`config.mk`:
```
export PLATFORM = sky130hd
export DESIGN_NAME = uart_tx_sched
export DESIGN_NICKNAME = d
export VERILOG_FILES = /design/src/rtl/uart_tx_sched.sv
export SDC_FILE = /design/constraint.sdc
export NUM_CORES = 1
export LEC_CHECK = 0
export ABC_CLOCK_PERIOD_IN_PS = 2250
export CORE_MARGIN = 2
export CORE_UTILIZATION = 50
export CTS_CLUSTER_DIAMETER = 200
export CTS_CLUSTER_SIZE = 10
export DETAILED_ROUTE_END_ITERATION = 10
export PLACE_DENSITY = 0.75
export SYNTH_ARGS = -nofsm -noshare
export SYNTH_HDL_FRONTEND = slang
export SYNTH_SLANG_ARGS = --single-unit
export TNS_END_PERCENT = 20
```
`constraint.sdc`:
```
create_clock -name uart_clk -period 2.25 [get_ports uart_clk]
set_clock_uncertainty 0.15 [all_clocks]
set_input_delay 0.45 -clock uart_clk [delete_from_list [all_inputs] [get_ports uart_clk]]
set_output_delay 0.45 -clock uart_clk [all_outputs]
set_load 0.005 [all_outputs]
```
`src/rtl/uart_tx_sched.sv`:
```
// Packet scheduler sharing one UART TX serializer between two byte-stream requesters:
// round-robin grant, COM1/COM2 header capture, safe port switch and stall timeout.
module uart_tx_sched #(
    parameter int unsigned TIMEOUT = 1000
) (
    input  logic       uart_clk,
    input  logic       rst_n,
    input  logic       req0_valid,
    input  logic [7:0] req0_data,
    input  logic       req0_last,
    output logic       req0_ready,
    input  logic       req1_valid,
    input  logic [7:0] req1_data,
    input  logic       req1_last,
    output logic       req1_ready,
    output logic       tx_valid,
    output logic [7:0] tx_data,
    output logic       tx_last,
    input  logic       tx_ready,
    input  logic       tx_busy,
    output logic       com_sel,
    output logic [1:0] grant,
    output logic       cmd_pulse,
    output logic       abort_pulse
);
    localparam int unsigned DW = 8;
    localparam int unsigned TW = 16;
    localparam int unsigned HN = 4;

    typedef enum logic [2:0] {S_IDLE, S_HDR, S_SWITCH, S_REPLAY, S_STREAM} state_t;

    state_t          r_state, w_nxt_state;
    logic [1:0]      r_grant, w_nxt_grant;
    logic            r_last_owner, w_nxt_last_owner;
    logic            r_com_sel, w_nxt_com_sel;
    logic            r_new_sel, w_nxt_new_sel;
    logic            r_last_seen, w_nxt_last_seen;
    logic [1:0]      r_idx, w_nxt_idx;
    logic [2:0]      r_cnt, w_nxt_cnt;
    logic [1:0]      r_rptr, w_nxt_rptr;
    logic [TW-1:0]   r_to_cnt, w_nxt_to_cnt;
    logic            r_cmd_pulse, w_nxt_cmd_pulse;
    logic            r_abort_pulse, w_nxt_abort_pulse;
    logic [DW-1:0]   r_hbuf [HN];

    logic            w_hbuf_we;
    logic            w_ready;
    logic            w_gv;
    logic [DW-1:0]   w_gdata;
    logic            w_glast;
    logic            w_match;
    logic            w_timeout;
    logic            w_rlast;

    // Signals of whichever requester currently owns the line
    assign w_gv      = r_grant[1] ? req1_valid : req0_valid;
    assign w_gdata   = r_grant[1] ? req1_data  : req0_data;
    assign w_glast   = r_grant[1] ? req1_last  : req0_last;
    assign w_timeout = (r_to_cnt == TW'(TIMEOUT - 1));
    assign w_rlast   = (3'(r_rptr) == (r_cnt - 3'd1));

    always_comb begin
        w_match = 1'b0;
        case (r_idx)
            2'd0:    w_match = (w_gdata == 8'h43);
            2'd1:    w_match = (w_gdata == 8'h4F);
            2'd2:    w_match = (w_gdata == 8'h4D);
            default: w_match = (w_gdata == 8'h31) || (w_gdata == 8'h32);
        endcase
    end

    always_comb begin
        w_nxt_state       = r_state;
        w_nxt_grant       = r_grant;
        w_nxt_last_owner  = r_last_owner;
        w_nxt_com_sel     = r_com_sel;
        w_nxt_new_sel     = r_new_sel;
        w_nxt_last_seen   = r_last_seen;
        w_nxt_idx         = r_idx;
        w_nxt_cnt         = r_cnt;
        w_nxt_rptr        = r_rptr;
        w_nxt_to_cnt      = '0;
        w_nxt_cmd_pulse   = 1'b0;
        w_nxt_abort_pulse = 1'b0;
        w_hbuf_we         = 1'b0;
        w_ready           = 1'b0;
        tx_valid          = 1'b0;
        tx_data           = '0;
        tx_last           = 1'b0;

        case (r_state)
            S_IDLE: begin
                w_nxt_idx       = '0;
                w_nxt_rptr      = '0;
                w_nxt_last_seen = 1'b0;
                if (req0_valid && (!req1_valid || r_last_owner)) begin
                    w_nxt_grant      = 2'b01;
                    w_nxt_last_owner = 1'b0;
                    w_nxt_state      = S_HDR;
                end else if (req1_valid) begin
                    w_nxt_grant      = 2'b10;
                    w_nxt_last_owner = 1'b1;
                    w_nxt_state      = S_HDR;
                end
            end
            S_HDR: begin
                w_ready = 1'b1;
                if (w_gv) begin
                    w_hbuf_we = 1'b1;
                    if (!w_match) begin
                        w_nxt_cnt       = 3'(r_idx) + 3'd1;
                        w_nxt_last_seen = w_glast;
                        w_nxt_state     = S_REPLAY;
                    end else if (r_idx == 2'd3) begin
                        // '1' (0x31) selects COM1 and '2' (0x32) COM2, so bit 1 carries the port
                        w_nxt_new_sel   = w_gdata[1];
                        w_nxt_last_seen = w_glast;
                        w_nxt_state     = S_SWITCH;
                    end else if (w_glast) begin
                        w_nxt_cnt       = 3'(r_idx) + 3'd1;
                        w_nxt_last_seen = 1'b1;
                        w_nxt_state     = S_REPLAY;
                    end else begin
                        w_nxt_idx = r_idx + 2'd1;
                    end
                end else if (w_timeout) begin
                    w_nxt_abort_pulse = 1'b1;
                    w_nxt_grant       = 2'b00;
                    if (r_idx != 2'd0) begin
                        w_nxt_cnt       = 3'(r_idx);
                        w_nxt_last_seen = 1'b1;
                        w_nxt_state     = S_REPLAY;
                    end else begin
                        w_nxt_state = S_IDLE;
                    end
                end else begin
                    w_nxt_to_cnt = r_to_cnt + TW'(1);
                end
            end
            S_SWITCH: begin
                // Hold the port until the serializer has finished its current frame
                if (!tx_busy) begin
                    w_nxt_com_sel   = r_new_sel;
                    w_nxt_cmd_pulse = 1'b1;
                    if (r_last_seen) begin
                        w_nxt_grant = 2'b00;
                        w_nxt_state = S_IDLE;
                    end else begin
                        w_nxt_state = S_STREAM;
                    end
                end
            end
            S_REPLAY: begin
                tx_valid = 1'b1;
                tx_data  = r_hbuf[r_rptr];
                tx_last  = r_last_seen && w_rlast;
                if (tx_ready) begin
                    if (w_rlast) begin
                        if (r_last_seen) begin
                            w_nxt_grant = 2'b00;
                            w_nxt_state = S_IDLE;
                        end else begin
                            w_nxt_state = S_STREAM;
                        end
                    end else begin
                        w_nxt_rptr = r_rptr + 2'd1;
                    end
                end
            end
            S_STREAM: begin
                tx_valid = w_gv;
                tx_data  = w_gdata;
                tx_last  = w_glast;
                w_ready  = tx_ready;
                if (w_gv) begin
                    if (tx_ready && w_glast) begin
                        w_nxt_grant = 2'b00;
                        w_nxt_state = S_IDLE;
                    end
                end else if (w_timeout) begin
                    w_nxt_abort_pulse = 1'b1;
                    w_nxt_grant       = 2'b00;
                    w_nxt_state       = S_IDLE;
                end else begin
                    w_nxt_to_cnt = r_to_cnt + TW'(1);
                end
            end
            default: begin
                w_nxt_grant = 2'b00;
                w_nxt_state = S_IDLE;
            end
        endcase
    end

    always_ff @(posedge uart_clk or negedge rst_n) begin
        if (!rst_n) begin
            r_state       <= S_IDLE;
            r_grant       <= 2'b00;
            r_last_owner  <= 1'b1;
            r_com_sel     <= 1'b0;
            r_new_sel     <= 1'b0;
            r_last_seen   <= 1'b0;
            r_idx         <= '0;
            r_cnt         <= '0;
            r_rptr        <= '0;
            r_to_cnt      <= '0;
            r_cmd_pulse   <= 1'b0;
            r_abort_pulse <= 1'b0;
            for (int i = 0; i < int'(HN); i++) r_hbuf[i] <= '0;
        end else begin
            r_state       <= w_nxt_state;
            r_grant       <= w_nxt_grant;
            r_last_owner  <= w_nxt_last_owner;
            r_com_sel     <= w_nxt_com_sel;
            r_new_sel     <= w_nxt_new_sel;
            r_last_seen   <= w_nxt_last_seen;
            r_idx         <= w_nxt_idx;
            r_cnt         <= w_nxt_cnt;
            r_rptr        <= w_nxt_rptr;
            r_to_cnt      <= w_nxt_to_cnt;
            r_cmd_pulse   <= w_nxt_cmd_pulse;
            r_abort_pulse <= w_nxt_abort_pulse;
            if (w_hbuf_we) r_hbuf[r_idx] <= w_gdata;
        end
    end

    assign req0_ready  = w_ready & r_grant[0];
    assign req1_ready  = w_ready & r_grant[1];
    assign com_sel     = r_com_sel;
    assign grant       = r_grant;
    assign cmd_pulse   = r_cmd_pulse;
    assign abort_pulse = r_abort_pulse;

endmodule

```
==> out/metrics.yaml <==
synth.cell_area_um2: 3570
netSwitchingFraction: 0.381
fmax_ghz: 0.416
clockRootBuffer: "clkbuf_8"
dieHeight_um: 88.5
cts_tree: "built"
vias_per_cell: 5.61
synth.distinct_cells: 54
postSynthNetCount: 402
drc_errors: 0
cts.htree.levels: 3
critPathMaxFanout: 2
status: "finished, violations left"
dpl_worst_slack_ns: -0.549
reg2reg_to: "r_state[2]"
fill_cells: 425
fp.coreArea_um2: 6870
ant_nets: 0
powerDensity_nw_per_um2: 1050
grt_max_degree: 67
drtPass1Iterations: 5
worst_slack_ns: -0.155
wl_per_cell_um: 16.5
start_util: 0.519
critPathRequiredTime_ns: 1.65
layout.nets: 529
cts_buffer_depth: 2
hold_path_class: "reg -> reg"
setup_viol: 14
synth_area_leaders: "dfrtp_1, o21ai_0, nand2_1"
rsz0062_at_grt: "yes"
maxUsedRoutingLayer: "met4"
wirelength_um: 9880
grt_antenna_before_repair: 0
holdPathStages: 1
clock_latency_ns: 0.34
cts_made_buffers: 9
grt_pass1_wl_um: 15600
wl_met1_um: 4230
p_int_mw: 3.37
peakVddDrop_mv: 0.876
async_reset_ff_frac: 1.00
reg2reg_from: "grant[1]"
rows: 30
postPlaceCellArea_um2: 4670
regToRegSetupSlack_ns: -0.12
antennaDiodeCount: 0
route.met2.wl_um: 5000
die_area_um2: 7830
clockPowerShare: 0.158
slew_headroom: 0.583
violations: "negative setup slack"
die_width_um: 88.5
vias: 3363
syn_to_final_growth_pct: 44.5
seqPwrFrac: 0.319
min_to: "r_to_cnt[0]"
synth_enable_flop_cells: 0
hold_viol: 0
cp.arrival_ns: 1.80
ys_top_cells_by_count: "dfrtp_1, nand2_1, o21ai_0"
gr-total-overflow: 0
grt_pass1_vias: 3309
crit_path_start_kind: "flop"
synth_top_area_frac: 0.456
rr_worst_depth: 7
crit_type: "reg -> out"
drive_gt1_frac: 0.349
avgSynthCellArea_um2: 9.59
yosysMostFrequentCell: "dfrtp_1"
synth_top_area_cell: "dfrtp_1"
synth-seq-cells: 66
yosysSeqAreaShare: 0.463
maxCapViolCount: 0
gp_congestion: 0.893
clock-sinks: 66
grt_use_total: 0.260
yosysWarnings: 0
synth_cells: 372
period_minus_slack_ns: 2.40
switching_power_mw: 2.07
synthFlopType: "dfrtp_1"
drt_iter0_markers: 241
worstHoldStart: "r_to_cnt[0]"
cts.clk_slew.worst_paths_ns: 0.07
end_kind: "output port"
postLayoutCellArea_um2: 5160
tightest_slew_ns: 0.617
comb_power_share: 0.523
slew_violations: 0
hpwl_um: 6530
ioPinCount: 41
leakagePower_nw: 2.32
numPortBuffers: 40
met3WireLength_um: 440
fin_crit_sh: 1.07
==> how the worst max path moves through the flow <==
stage	start	end	slack, ns	depth (start not counted)
after CTS	r_cnt[0]	tx_last	-0.18	6
after floorplan	r_idx[0]	r_state[1]	0.01	8
after detailed placement	req0_data[6]	r_state[2]	-0.55	7
after global placement	req0_data[6]	r_state[2]	-0.49	7
after global routing	req1_data[5]	r_cnt[1]	-0.24	8
final	r_cnt[0]	tx_last	-0.15	6
==> timing repair <==
item	in CTS	in global routing
resized for setup	46	53
endpoints found under the hold margin	65	0
pin swaps	4	18
hold buffers	1	0
setup endpoints to repair	22	35
buffers inserted	2	10
==> state kept, by name, summed over array words and instances, names as in the netlist <==
register and cells:
r_idx 2, r_rptr 2, grant 2, r_new_sel 1, r_state 3, cmd_pulse 1, r_hbuf 32, r_last_owner 1
abort_pulse 1, r_cnt 3, r_to_cnt 16, com_sel 1, r_last_seen 1
==> cells by family (layout without fill, tap and decap cells) <==
kind of cell               after synthesis  after routing  share of synthesized area
muxes                                   26             26                      0.103
xor gates and xnor gates                19             19                     0.0466
adders and majority gates                6              6                     0.0210
AOI/OAI and AO/OA                       81             81                      0.133
DFF                                     66             66                      0.463
buffers and inverters                   29            161                     0.0337
and+or+nand+nor                        145            145                      0.200
==> power by group through the flow <==
stage | combinational (mW) | sequential, mW | clock, mW
2_1_floorplan | 1.37 | 1.70 | 0
3_3_place_gp | 2.34 | 1.72 | 0
3_5_place_dp | 2.41 | 1.75 | 0
4_1_cts | 2.48 | 1.73 | 0.859
5_1_grt | 3.10 | 1.78 | 0.914
6_report | 2.84 | 1.74 | 0.858
==> worst max-delay path, stage by stage, from the launching register on <==
cell and delay (ns):
dfrtp_1 0.36, inv_2 0.06, ha_4 0.27, xor2_1 0.15, nand3_1 0.13, o32ai_2 0.32
buf_2 0.17
==> placed cells by master, fill, tap and decap left out, drive strengths merged, types with 8 or more instances in the layout <==
cell	n
nand3	20
xor2	11
mux4	8
nor2	29
xnor2	8
clkbuf	16
mux2i	13
inv	12
nand2	50
and3	9
a21oi	13
dfrtp	65
buf	98
o21ai	49
clkdlybuf4s50	26
==> metal layers <==
| metal | track usage | vias up |
|---|---|---|
| met1 | 0.329 | 1649 |
| li1 | - | 1592 |
| met4 | 0.0882 | 0 |
| met3 | 0.0588 | 23 |
| met5 | 0 | - |
| met2 | 0.442 | 99 |
==> final cells by class <==
type                    count  area, µm²  share of cell area
flip-flops and latches     66       1650               0.321
repair buffers            133       1130               0.218
clock buffers              11        131              0.0255
inverters                  12       45.0             0.00874
multi-input cells         277       2050               0.397
clock inverters             5       31.3             0.00607
well taps                  96        120              0.0233
==> metrics by stage <==
stage	utilization	hold WS, ns	total power, mW	instances	TNS (ns)
after floorplan	-	0.00441	3.07	372	0
after global placement	0.680	0.303	4.07	571	-7.95
after detailed placement	0.680	0.312	4.16	571	-10.54
after CTS	0.712	0.323	5.07	590	-1.48
after global routing	0.751	0.338	5.79	600	-2.69
final	0.751	0.315	5.44	600	-1.06
(Power assumes the default switching activity.)
